`config.mk`:
```
export PLATFORM = sky130hd
export DESIGN_NAME = bm1387_spi_slave
export DESIGN_NICKNAME = d
export VERILOG_FILES = /design/src/rtl/bm1387_spi_slave.sv
export SDC_FILE = /design/constraint.sdc
export NUM_CORES = 1
export LEC_CHECK = 0
export ABC_AREA = 1
export CORE_AREA = 2 2 98 100
export CTS_CLUSTER_SIZE = 8
export DETAILED_ROUTE_END_ITERATION = 10
export DIE_AREA = 0 0 100 102
export PLACE_DENSITY_LB_ADDON = 0.2
export SYNTH_ARGS = -nofsm -noshare
export SYNTH_HDL_FRONTEND = slang
export SYNTH_SLANG_ARGS = --single-unit
export TNS_END_PERCENT = 20
```
`constraint.sdc`:
```
create_clock -name clk_100m -period 2.1 [get_ports clk_100m]
set_input_delay 0.525 -clock clk_100m [delete_from_list [all_inputs] [get_ports clk_100m]]
set_output_delay 0.525 -clock clk_100m [all_outputs]
set_load 0.02 [all_outputs]
```
`src/rtl/bm1387_spi_slave.sv`:
```
// Chip-side SPI responder for the BM1387 model: oversampled mode-0 link, LSB first, READ and WRITE_CONTROL commands.
// Optional build macro BM1387_SPI_PARITY_EN appends an even-parity bit to every READ response.
module bm1387_spi_slave #(
    parameter int SYNC_STAGES = 2
) (
    input  logic        clk_100m,
    input  logic        reset_n,
    input  logic        spi_clk,
    input  logic        spi_cs_n,
    input  logic        spi_mosi,
    output logic        spi_miso,
    input  logic [15:0] config_reg,
    input  logic [7:0]  status_reg,
    input  logic [7:0]  temperature,
    input  logic [15:0] power_consumption,
    output logic [7:0]  ctrl_wr_data,
    output logic        ctrl_wr_valid,
    output logic        cmd_err,
    output logic        busy
);

    typedef enum logic [2:0] {
        ST_IDLE  = 3'd0,
        ST_CMD   = 3'd1,
        ST_ADDR  = 3'd2,
        ST_RDATA = 3'd3,
        ST_WDATA = 3'd4,
        ST_DRAIN = 3'd5
    } state_t;

    localparam logic [7:0] CMD_READ  = 8'h01;
    localparam logic [7:0] CMD_WRITE = 8'h02;

`ifdef BM1387_SPI_PARITY_EN
    localparam logic [4:0] LAST_FALL = 5'd16;

    function automatic logic even_parity(input logic [15:0] word);
        return ^word;
    endfunction
`else
    localparam logic [4:0] LAST_FALL = 5'd15;
`endif

    logic [SYNC_STAGES-1:0] sclk_sync_r;
    logic [SYNC_STAGES-1:0] cs_sync_r;
    logic [SYNC_STAGES-1:0] mosi_sync_r;
    logic                   sclk_prev_r;

    logic sclk_s, cs_n_s, mosi_s, rise_s, fall_s;

    state_t      state_r, state_nxt_s;
    logic [4:0]  bit_cnt_r, bit_cnt_nxt_s;
    logic [7:0]  shift_r, shift_nxt_s;
    logic [7:0]  cmd_r, cmd_nxt_s;
    logic [7:0]  addr_r, addr_nxt_s;
    logic [15:0] snap_r, snap_nxt_s;
    logic        miso_r, miso_nxt_s;
    logic [7:0]  ctrl_data_r, ctrl_data_nxt_s;
    logic        ctrl_valid_r, ctrl_valid_nxt_s;
    logic        cmd_err_r, cmd_err_nxt_s;
    logic        busy_r;

    logic [7:0]  byte_s;
    logic        byte_done_s;
    logic        cmd_legal_s;
    logic [15:0] map_word_s;
    logic        rd_bit_s;

    // Input synchronizers plus the previous-sample flop used for edge detection
    always_ff @(posedge clk_100m or negedge reset_n) begin
        if (!reset_n) begin
            sclk_sync_r <= '0;
            cs_sync_r   <= '1;
            mosi_sync_r <= '0;
            sclk_prev_r <= 1'b0;
        end else begin
            sclk_sync_r <= {sclk_sync_r[SYNC_STAGES-2:0], spi_clk};
            cs_sync_r   <= {cs_sync_r[SYNC_STAGES-2:0], spi_cs_n};
            mosi_sync_r <= {mosi_sync_r[SYNC_STAGES-2:0], spi_mosi};
            sclk_prev_r <= sclk_s;
        end
    end

    assign sclk_s = sclk_sync_r[SYNC_STAGES-1];
    assign cs_n_s = cs_sync_r[SYNC_STAGES-1];
    assign mosi_s = mosi_sync_r[SYNC_STAGES-1];
    // Edges coinciding with a deasserted CS are dropped so an abort never shifts a stray bit
    assign rise_s = sclk_s & ~sclk_prev_r & ~cs_n_s;
    assign fall_s = ~sclk_s & sclk_prev_r & ~cs_n_s;

    assign byte_s      = {mosi_s, shift_r[7:1]};
    assign byte_done_s = rise_s && (bit_cnt_r == 5'd7);
    assign cmd_legal_s = (byte_s == CMD_READ) || (byte_s == CMD_WRITE);

`ifdef BM1387_SPI_PARITY_EN
    assign rd_bit_s = bit_cnt_r[4] ? even_parity(snap_r) : snap_r[bit_cnt_r[3:0]];
`else
    assign rd_bit_s = snap_r[bit_cnt_r[3:0]];
`endif

    // Register map decode for the read snapshot, keyed by the incoming address byte
    always_comb begin
        map_word_s = 16'h0000;
        case (byte_s)
            8'h00:   map_word_s = config_reg;
            8'h01:   map_word_s = {8'h00, status_reg};
            8'h02:   map_word_s = {8'h00, temperature};
            8'h03:   map_word_s = power_consumption;
            default: map_word_s = 16'h0000;
        endcase
    end

    // FSM state register
    always_ff @(posedge clk_100m or negedge reset_n) begin
        if (!reset_n) begin
            state_r <= ST_IDLE;
        end else begin
            state_r <= state_nxt_s;
        end
    end

    // FSM next-state logic
    always_comb begin
        state_nxt_s = state_r;
        if (cs_n_s) begin
            state_nxt_s = ST_IDLE;
        end else begin
            case (state_r)
                ST_IDLE:  state_nxt_s = ST_CMD;
                ST_CMD:   state_nxt_s = byte_done_s ? (cmd_legal_s ? ST_ADDR : ST_DRAIN) : ST_CMD;
                ST_ADDR:  state_nxt_s = byte_done_s ? ((cmd_r == CMD_READ) ? ST_RDATA : ST_WDATA) : ST_ADDR;
                ST_RDATA: state_nxt_s = (fall_s && (bit_cnt_r == LAST_FALL)) ? ST_DRAIN : ST_RDATA;
                ST_WDATA: state_nxt_s = byte_done_s ? ST_DRAIN : ST_WDATA;
                ST_DRAIN: state_nxt_s = ST_DRAIN;
                default:  state_nxt_s = ST_IDLE;
            endcase
        end
    end

    // FSM output and datapath next values
    always_comb begin
        bit_cnt_nxt_s    = bit_cnt_r;
        shift_nxt_s      = shift_r;
        cmd_nxt_s        = cmd_r;
        addr_nxt_s       = addr_r;
        snap_nxt_s       = snap_r;
        miso_nxt_s       = miso_r;
        ctrl_data_nxt_s  = ctrl_data_r;
        ctrl_valid_nxt_s = 1'b0;
        cmd_err_nxt_s    = 1'b0;
        if (cs_n_s) begin
            bit_cnt_nxt_s = 5'd0;
            shift_nxt_s   = 8'h00;
            miso_nxt_s    = 1'b0;
        end else begin
            case (state_r)
                ST_CMD, ST_ADDR, ST_WDATA: begin
                    if (byte_done_s) begin
                        bit_cnt_nxt_s = 5'd0;
                        shift_nxt_s   = 8'h00;
                    end else if (rise_s) begin
                        bit_cnt_nxt_s = bit_cnt_r + 5'd1;
                        shift_nxt_s   = byte_s;
                    end else begin
                        bit_cnt_nxt_s = bit_cnt_r;
                    end
                    if (byte_done_s && (state_r == ST_CMD)) begin
                        cmd_nxt_s     = byte_s;
                        cmd_err_nxt_s = !cmd_legal_s;
                    end else if (byte_done_s && (state_r == ST_ADDR)) begin
                        addr_nxt_s = byte_s;
                        snap_nxt_s = (cmd_r == CMD_READ) ? map_word_s : snap_r;
                    end else if (byte_done_s) begin
                        if (addr_r == 8'h00) begin
                            ctrl_data_nxt_s  = byte_s;
                            ctrl_valid_nxt_s = 1'b1;
                        end else begin
                            cmd_err_nxt_s = 1'b1;
                        end
                    end else begin
                        cmd_nxt_s = cmd_r;
                    end
                end
                ST_RDATA: begin
                    if (fall_s) begin
                        miso_nxt_s    = rd_bit_s;
                        bit_cnt_nxt_s = (bit_cnt_r == LAST_FALL) ? 5'd0 : (bit_cnt_r + 5'd1);
                    end else begin
                        miso_nxt_s = miso_r;
                    end
                end
                ST_DRAIN: begin
                    if (fall_s) begin
                        miso_nxt_s = 1'b0;
                    end else begin
                        miso_nxt_s = miso_r;
                    end
                end
                default: begin
                    bit_cnt_nxt_s = 5'd0;
                    shift_nxt_s   = 8'h00;
                    miso_nxt_s    = 1'b0;
                end
            endcase
        end
    end

    // Datapath and output registers
    always_ff @(posedge clk_100m or negedge reset_n) begin
        if (!reset_n) begin
            bit_cnt_r    <= 5'd0;
            shift_r      <= 8'h00;
            cmd_r        <= 8'h00;
            addr_r       <= 8'h00;
            snap_r       <= 16'h0000;
            miso_r       <= 1'b0;
            ctrl_data_r  <= 8'h00;
            ctrl_valid_r <= 1'b0;
            cmd_err_r    <= 1'b0;
            busy_r       <= 1'b0;
        end else begin
            bit_cnt_r    <= bit_cnt_nxt_s;
            shift_r      <= shift_nxt_s;
            cmd_r        <= cmd_nxt_s;
            addr_r       <= addr_nxt_s;
            snap_r       <= snap_nxt_s;
            miso_r       <= miso_nxt_s;
            ctrl_data_r  <= ctrl_data_nxt_s;
            ctrl_valid_r <= ctrl_valid_nxt_s;
            cmd_err_r    <= cmd_err_nxt_s;
            busy_r       <= ~cs_n_s;
        end
    end

    assign spi_miso      = miso_r;
    assign ctrl_wr_data  = ctrl_data_r;
    assign ctrl_wr_valid = ctrl_valid_r;
    assign cmd_err       = cmd_err_r;
    assign busy          = busy_r;

endmodule

```
# [After elaboration in Yosys (flattened, before gate mapping)]
# Cells that the tools add are included.
[word_totals] register_bits=67 in_bits=53 output_inout_bits=12 word_cells=98
[op_classes] addsub=1 order_cmp=1 n_eq_ne=17 mux=37 bitwise=9 reduce_logical=18
[op_table] op="case mux 16 bit (4 select lines)" n=1
[op_table] op="2-to-1 mux 5 bit" n=5
[op_table] op="2-to-1 mux 8 bit" n=3
[op_table] op="2-to-1 mux 3 bit" n=6
[op_table] op="case mux 3 bit (6 select lines)" n=1
[op_table] op="2-to-1 mux 1 bit" n=17
[op_table] op="== test 8 x 1 -> 1 bit (second input constant)" n=2
[op_table] op="== test 8 x 2 -> 1 bit (second input constant)" n=2
[op_table] op="zero test 8 bit" n=2
[op_table] op="case mux 8 bit (2 select lines)" n=1
[op_table] op="case mux 5 bit (3 select lines)" n=1
[op_table] op="AND reduction 3 bit" n=3
[op_table] op="== test 3 x 2 -> 1 bit (second input constant)" n=2
[op_table] op="== test 3 bit (second input constant)" n=2
[op_table] op="inequality test 3 bit (second input constant)" n=2
[op_table] op="AND reduction 6 bit" n=1
[op_table] op="adder 5 x 1 -> 5 bit (second input constant)" n=1
[op_table] op="== test 5 x 3 -> 1 bit (second input constant)" n=1
[op_table] op="== test 5 x 4 -> 1 bit (second input constant)" n=1
[op_table] op="less-than comparator 4 x 5 -> 1 bit (second input constant)" n=1
[op_table] op="inverter 1 bit" n=5
[op_table] op="AND reduction 5 bit" n=1
[op_table] op="bitwise AND 1 bit" n=4
[op_table] op="binary-select mux 1 bit (select 4 bit)" n=1
[op_table] op="other kinds (13)" n=17

# [Depth between registers and ports, before layout]
[logic_depth] word_depth=9 depth_mapped=10 mapped_depth_nobuf=10

# [Least setup slack after synthesis]
# OpenSTA, ideal clock, no wires.
[synth_path] path_type="register -> register" from="register bit_cnt_r[0]" to="register snap_r[11]" setup_time_ns=0.124 t_arrival_ns=1.348 required_time_ns=1.976 setup_slack_ns=0.628 stages_incl_launch_ff=10 n_path_buf=1 synth_period_minus_slack_ns=1.472 cell_sequence="dfrtp_1 -> ha_1 -> nand2_2 -> clkinv_2 -> nand2_4 -> nor2_8 -> nand3_4 -> buf_2 -> a21oi_1 -> a21oi_1"
[synth_via] elab_chain_cells=5 word_cells_on_any_way=6 cone_classes="1 x eq/ne; 1 x bitwise; 4 x reduce/logical"
[synth_lines] item="start: declaration" line="52" text="logic [4:0] bit_cnt_r, bit_cnt_nxt_s;"
[synth_lines] item="start signal: assignment" line="222" text="bit_cnt_r <= bit_cnt_nxt_s;"
[synth_lines] item="== test 5 x 3 -> 1 bit *" line="92" text="assign byte_done_s = rise_s && (bit_cnt_r == 5'd7);"
[synth_lines] item="logical AND 1 bit *" line="92"
[synth_lines] item="logical AND 1 bit" line="167" text="if (byte_done_s && (state_r == ST_CMD)) begin"
[synth_lines] item="inverter 1 bit (no source line)"
[synth_lines] item="AND reduction 5 bit (no source line) *"
[synth_lines] item="end signal: assignment" line="226" text="snap_r <= snap_nxt_s;"
[synth_lines] item="end: declaration" line="56" text="logic [15:0] snap_r, snap_nxt_s;"
# Every way passes the cells marked *; elsewhere a longest branch is shown, timed or not.
# A chain may end at the register's enable or synchronous reset.

# [Worst setup path after layout]
[layout_path] from="register ctrl_data_r[7] (netlist: ctrl_wr_data[7])" to="output ctrl_wr_data[7]"
[layout_rtl] item="start: declaration" line="58" text="logic [7:0] ctrl_data_r, ctrl_data_nxt_s;"
[layout_rtl] item="start signal: assignment" line="228" text="ctrl_data_r <= ctrl_data_nxt_s;"
[layout_rtl] item="end: declaration" line="16" text="output logic [7:0] ctrl_wr_data,"
# No word-level cell between the ends.

==> results.md <==
* **drt first pass iters** 4
* **class of the most critical setup path** flop to output port
* **overflow left after global routing** 0
* **critical register-to-register path startpoint** bit_cnt_r[1]
* **combinational group share of total power** 0.092
* **count of nets left with antenna violations after detail routing** 0
* **number of buffers added by the clock tree synthesis step** 9
* **Cell Chain, Critical Path** clkdlybuf4s50_1
* **required time of the worst setup path** 1.57 ns
* **kind of path behind the tightest hold check** input pin to async pin
* **number of H-tree levels** 3
* **number of setup buffers added after CTS** 0
* **Layout area overhead** 26.2%
* **placed cell count** 629
* **Final Hold Viols** 0
* **worst hold margin** 0.149 ns
* **mean cell area of the mapped netlist** 7.69 µm²
* **CP delay by family, top** buffers and inverters
* **final setup fails** 0
* **pin count of the biggest net entering global routing** 27
* **register bit count reported by yosys** 66
* **sequential fraction of the synthesis area** 0.466
* **clock insertion delay at the later pin of the skew report** 0.34 ns
* **layout cells sized above 1** 0.135
* **total number of clock tree sinks** 66
* **Gate Count Post-Synth** 462
* **total standard cell area after synthesis** 0.00355 mm²
* **net total in the final layout** 585
* **die height** 102 µm
* **fmax** 0.542 GHz
* **via count of the first global-routing pass** 2933
* **most common cell after layout, fill and taps aside** nand2_1
* **die area** 0.0102 mm²
* **transition at the pin with the smallest max-transition slack** 0.508 ns
* **total detailed-routing wirelength** 8090 µm
* **area inside the core boundary** 0.00911 mm²
* **global-route total usage across every layer** 0.170
* **library cell with the largest summed area after synthesis** dfrtp_1
* **clock transition at the registers of the reported paths** 0.07 ns
* **worst reg2reg path depth** 9
* **clock tree from TritonCTS** yes
* **fraction of post-synthesis cell area in the top cell type by area** 0.451
* **PD cells** 588 mW/mm²
* **Slew Limit Fails** 0
* **slowest stage delay, CP** 0.61 ns
* **internal power of the cells** 2.02 mW
* **setup repair after global routing missed its margin** no
* **Max transition margin** 0.661
* **post-route minimum period** 1.85 ns
* **Crit. Startpoint** ctrl_wr_data[7]
* **cell chosen for the clock root** clkbuf_8
* **maximum ir drop on the vdd rail** 343 µV
* **signal arrival time at the worst endpoint** 1.32 ns
* **total I/O pin count** 65
* **hold buffers post-CTS** 0
* **maximum clock insertion buffer count** 2
* **Synth area leaders** dfrtp_1, nand2_1, nand3_1, nor2_1, inv_1
* **Overall Power** 2.64 mW
* **Bufs and invs on worst path** 1
* **DPL Wire Length** 6010 µm
* **Tcrit/Tclk final** 0.879
* **post-route insts no fill** 645
* **antenna violations before repair** 0
* **post-synthesis cell type count** 31
* **post-CTS sizing** 0
* **most frequent cells in the layout** nand2_1, dfrtp_1, clkdlybuf4s50_1
* **sum of negative setup slack** 0 ns
* **reported leakage power** 2.14 nW
* **routability congestion estimate from global placement** 0.855
* **worst slack at placement** 0.259 ns
* **antenna diode count** 0
* **post-DR wirelength/cell** 12.5 µm
* **portion of total power attributed to sequential cells** 0.493
* **detailed router's first-iteration violation count** 125
* **Crit Path Max Fanout** 2
* **number of enable-type register cells in the synthesized netlist** 0
* **number of design rule violations left after detail routing** 0
* **Clock Skews** 0.0103 ns
* **clock power share** 0.415
* **final critical-path setup slack** 0.253 ns
* **number of cell rows** 35
* **Initial Utilization** 0.390
* **outcome** complete, no violations
* **first-pass GRT wire length** 13700 µm
* **switching power as a share of total power** 0.233
* **floorplan die width** 100 µm
* **worst-path cell with the longest stage delay** clkdlybuf4s50_1
* **vias after detailed routing** 3089
* **proportion of synthesized flip-flops having asynchronous set or reset** 1.00
* **element type at the critical path end** output port
* **total net switching power** 614 µW
* **syn_nets** 518
* **routed vias/inst** 4.79
* **port bufs** 64
* **critical path startpoint category** flop
* **yosys synthesis warning count** 0
* **critical path depth** 1
* **primary flip-flop cell chosen by synthesis mapping** dfrtp_1
* **Maximum Capacitance Violations** 0
-- metrics by stage --
step                utilization  instance area, µm²
finish                    0.492                4480
global route              0.492                4480
CTS                       0.492                4480
detailed placement        0.470                4280
global placement          0.470                4280
floorplan                     -                3550
-- layer usage --
metal | global-route usage | wire length, µm
met4 | 0.0453 | 98
met3 | 0.0410 | 300
met1 | 0.233 | 3880
met2 | 0.271 | 3810
met5 | 0 | 0
-- power groups by stage --
stage	Clock [mW]	Sequential, mW	Combinational (mW)
2_1_floorplan	0	1.32	0.0974
3_3_place_gp	0	1.32	0.247
3_5_place_dp	0	1.32	0.247
4_1_cts	1.12	1.30	0.248
5_1_grt	1.19	1.30	0.272
6_report	1.09	1.30	0.243
-- cells in the mapped netlist (all sizes together) (2+ instances only) --
cell and number:
nor2 51, nand2 158, ha 3, nand4 3, buf 13, a21oi 19, nand3 42, inv 51
o21ai 50, dfrtp 64, dfstp 2, nand3b 2
-- flip-flops by register name, summed over array words and instances (netlist names), 2 cells and up --
name / cells
snap_r: 16
addr_r: 8
cmd_r: 8
ctrl_wr_data: 8
shift_r: 7
bit_cnt_r: 5
state_r: 3
cs_sync_r: 2
mosi_sync_r: 2
sclk_sync_r: 2
-- final timing paths --
| check | to | slack (ns) |
|---|---|---|
| max | ctrl_wr_data[7] | 0.25 |
| min | ctrl_wr_data[2] | 0.15 |
| max reg2reg | cmd_err | 0.28 |
| min reg2reg | mosi_sync_r[1] | 0.35 |
| max in group asynchronous | shift_r[3] | 1.28 |
| min in group clk_100m | mosi_sync_r[1] | 0.35 |
-- final cells by class --
type / instances / area, µm²
clock buffer: 12 / 155
clock inverter: 4 / 50.0
multi-input combinational: 330 / 1590
sequential: 66 / 1650
fill: 896 / 4630
timing repair buffer: 70 / 693
inverter: 52 / 199
tap: 111 / 139
-- logic make-up (layout without fill, tap and decap cells) --
kind of cell | Yosys count | after routing | synth area share
simple gates | 258 | 258 | 0.320
compound gates | 69 | 69 | 0.117
fa+ha+maj | 3 | 3 | 0.0106
flops | 66 | 66 | 0.466
buf+inv | 66 | 138 | 0.0860
(Power assumes the default switching activity.)
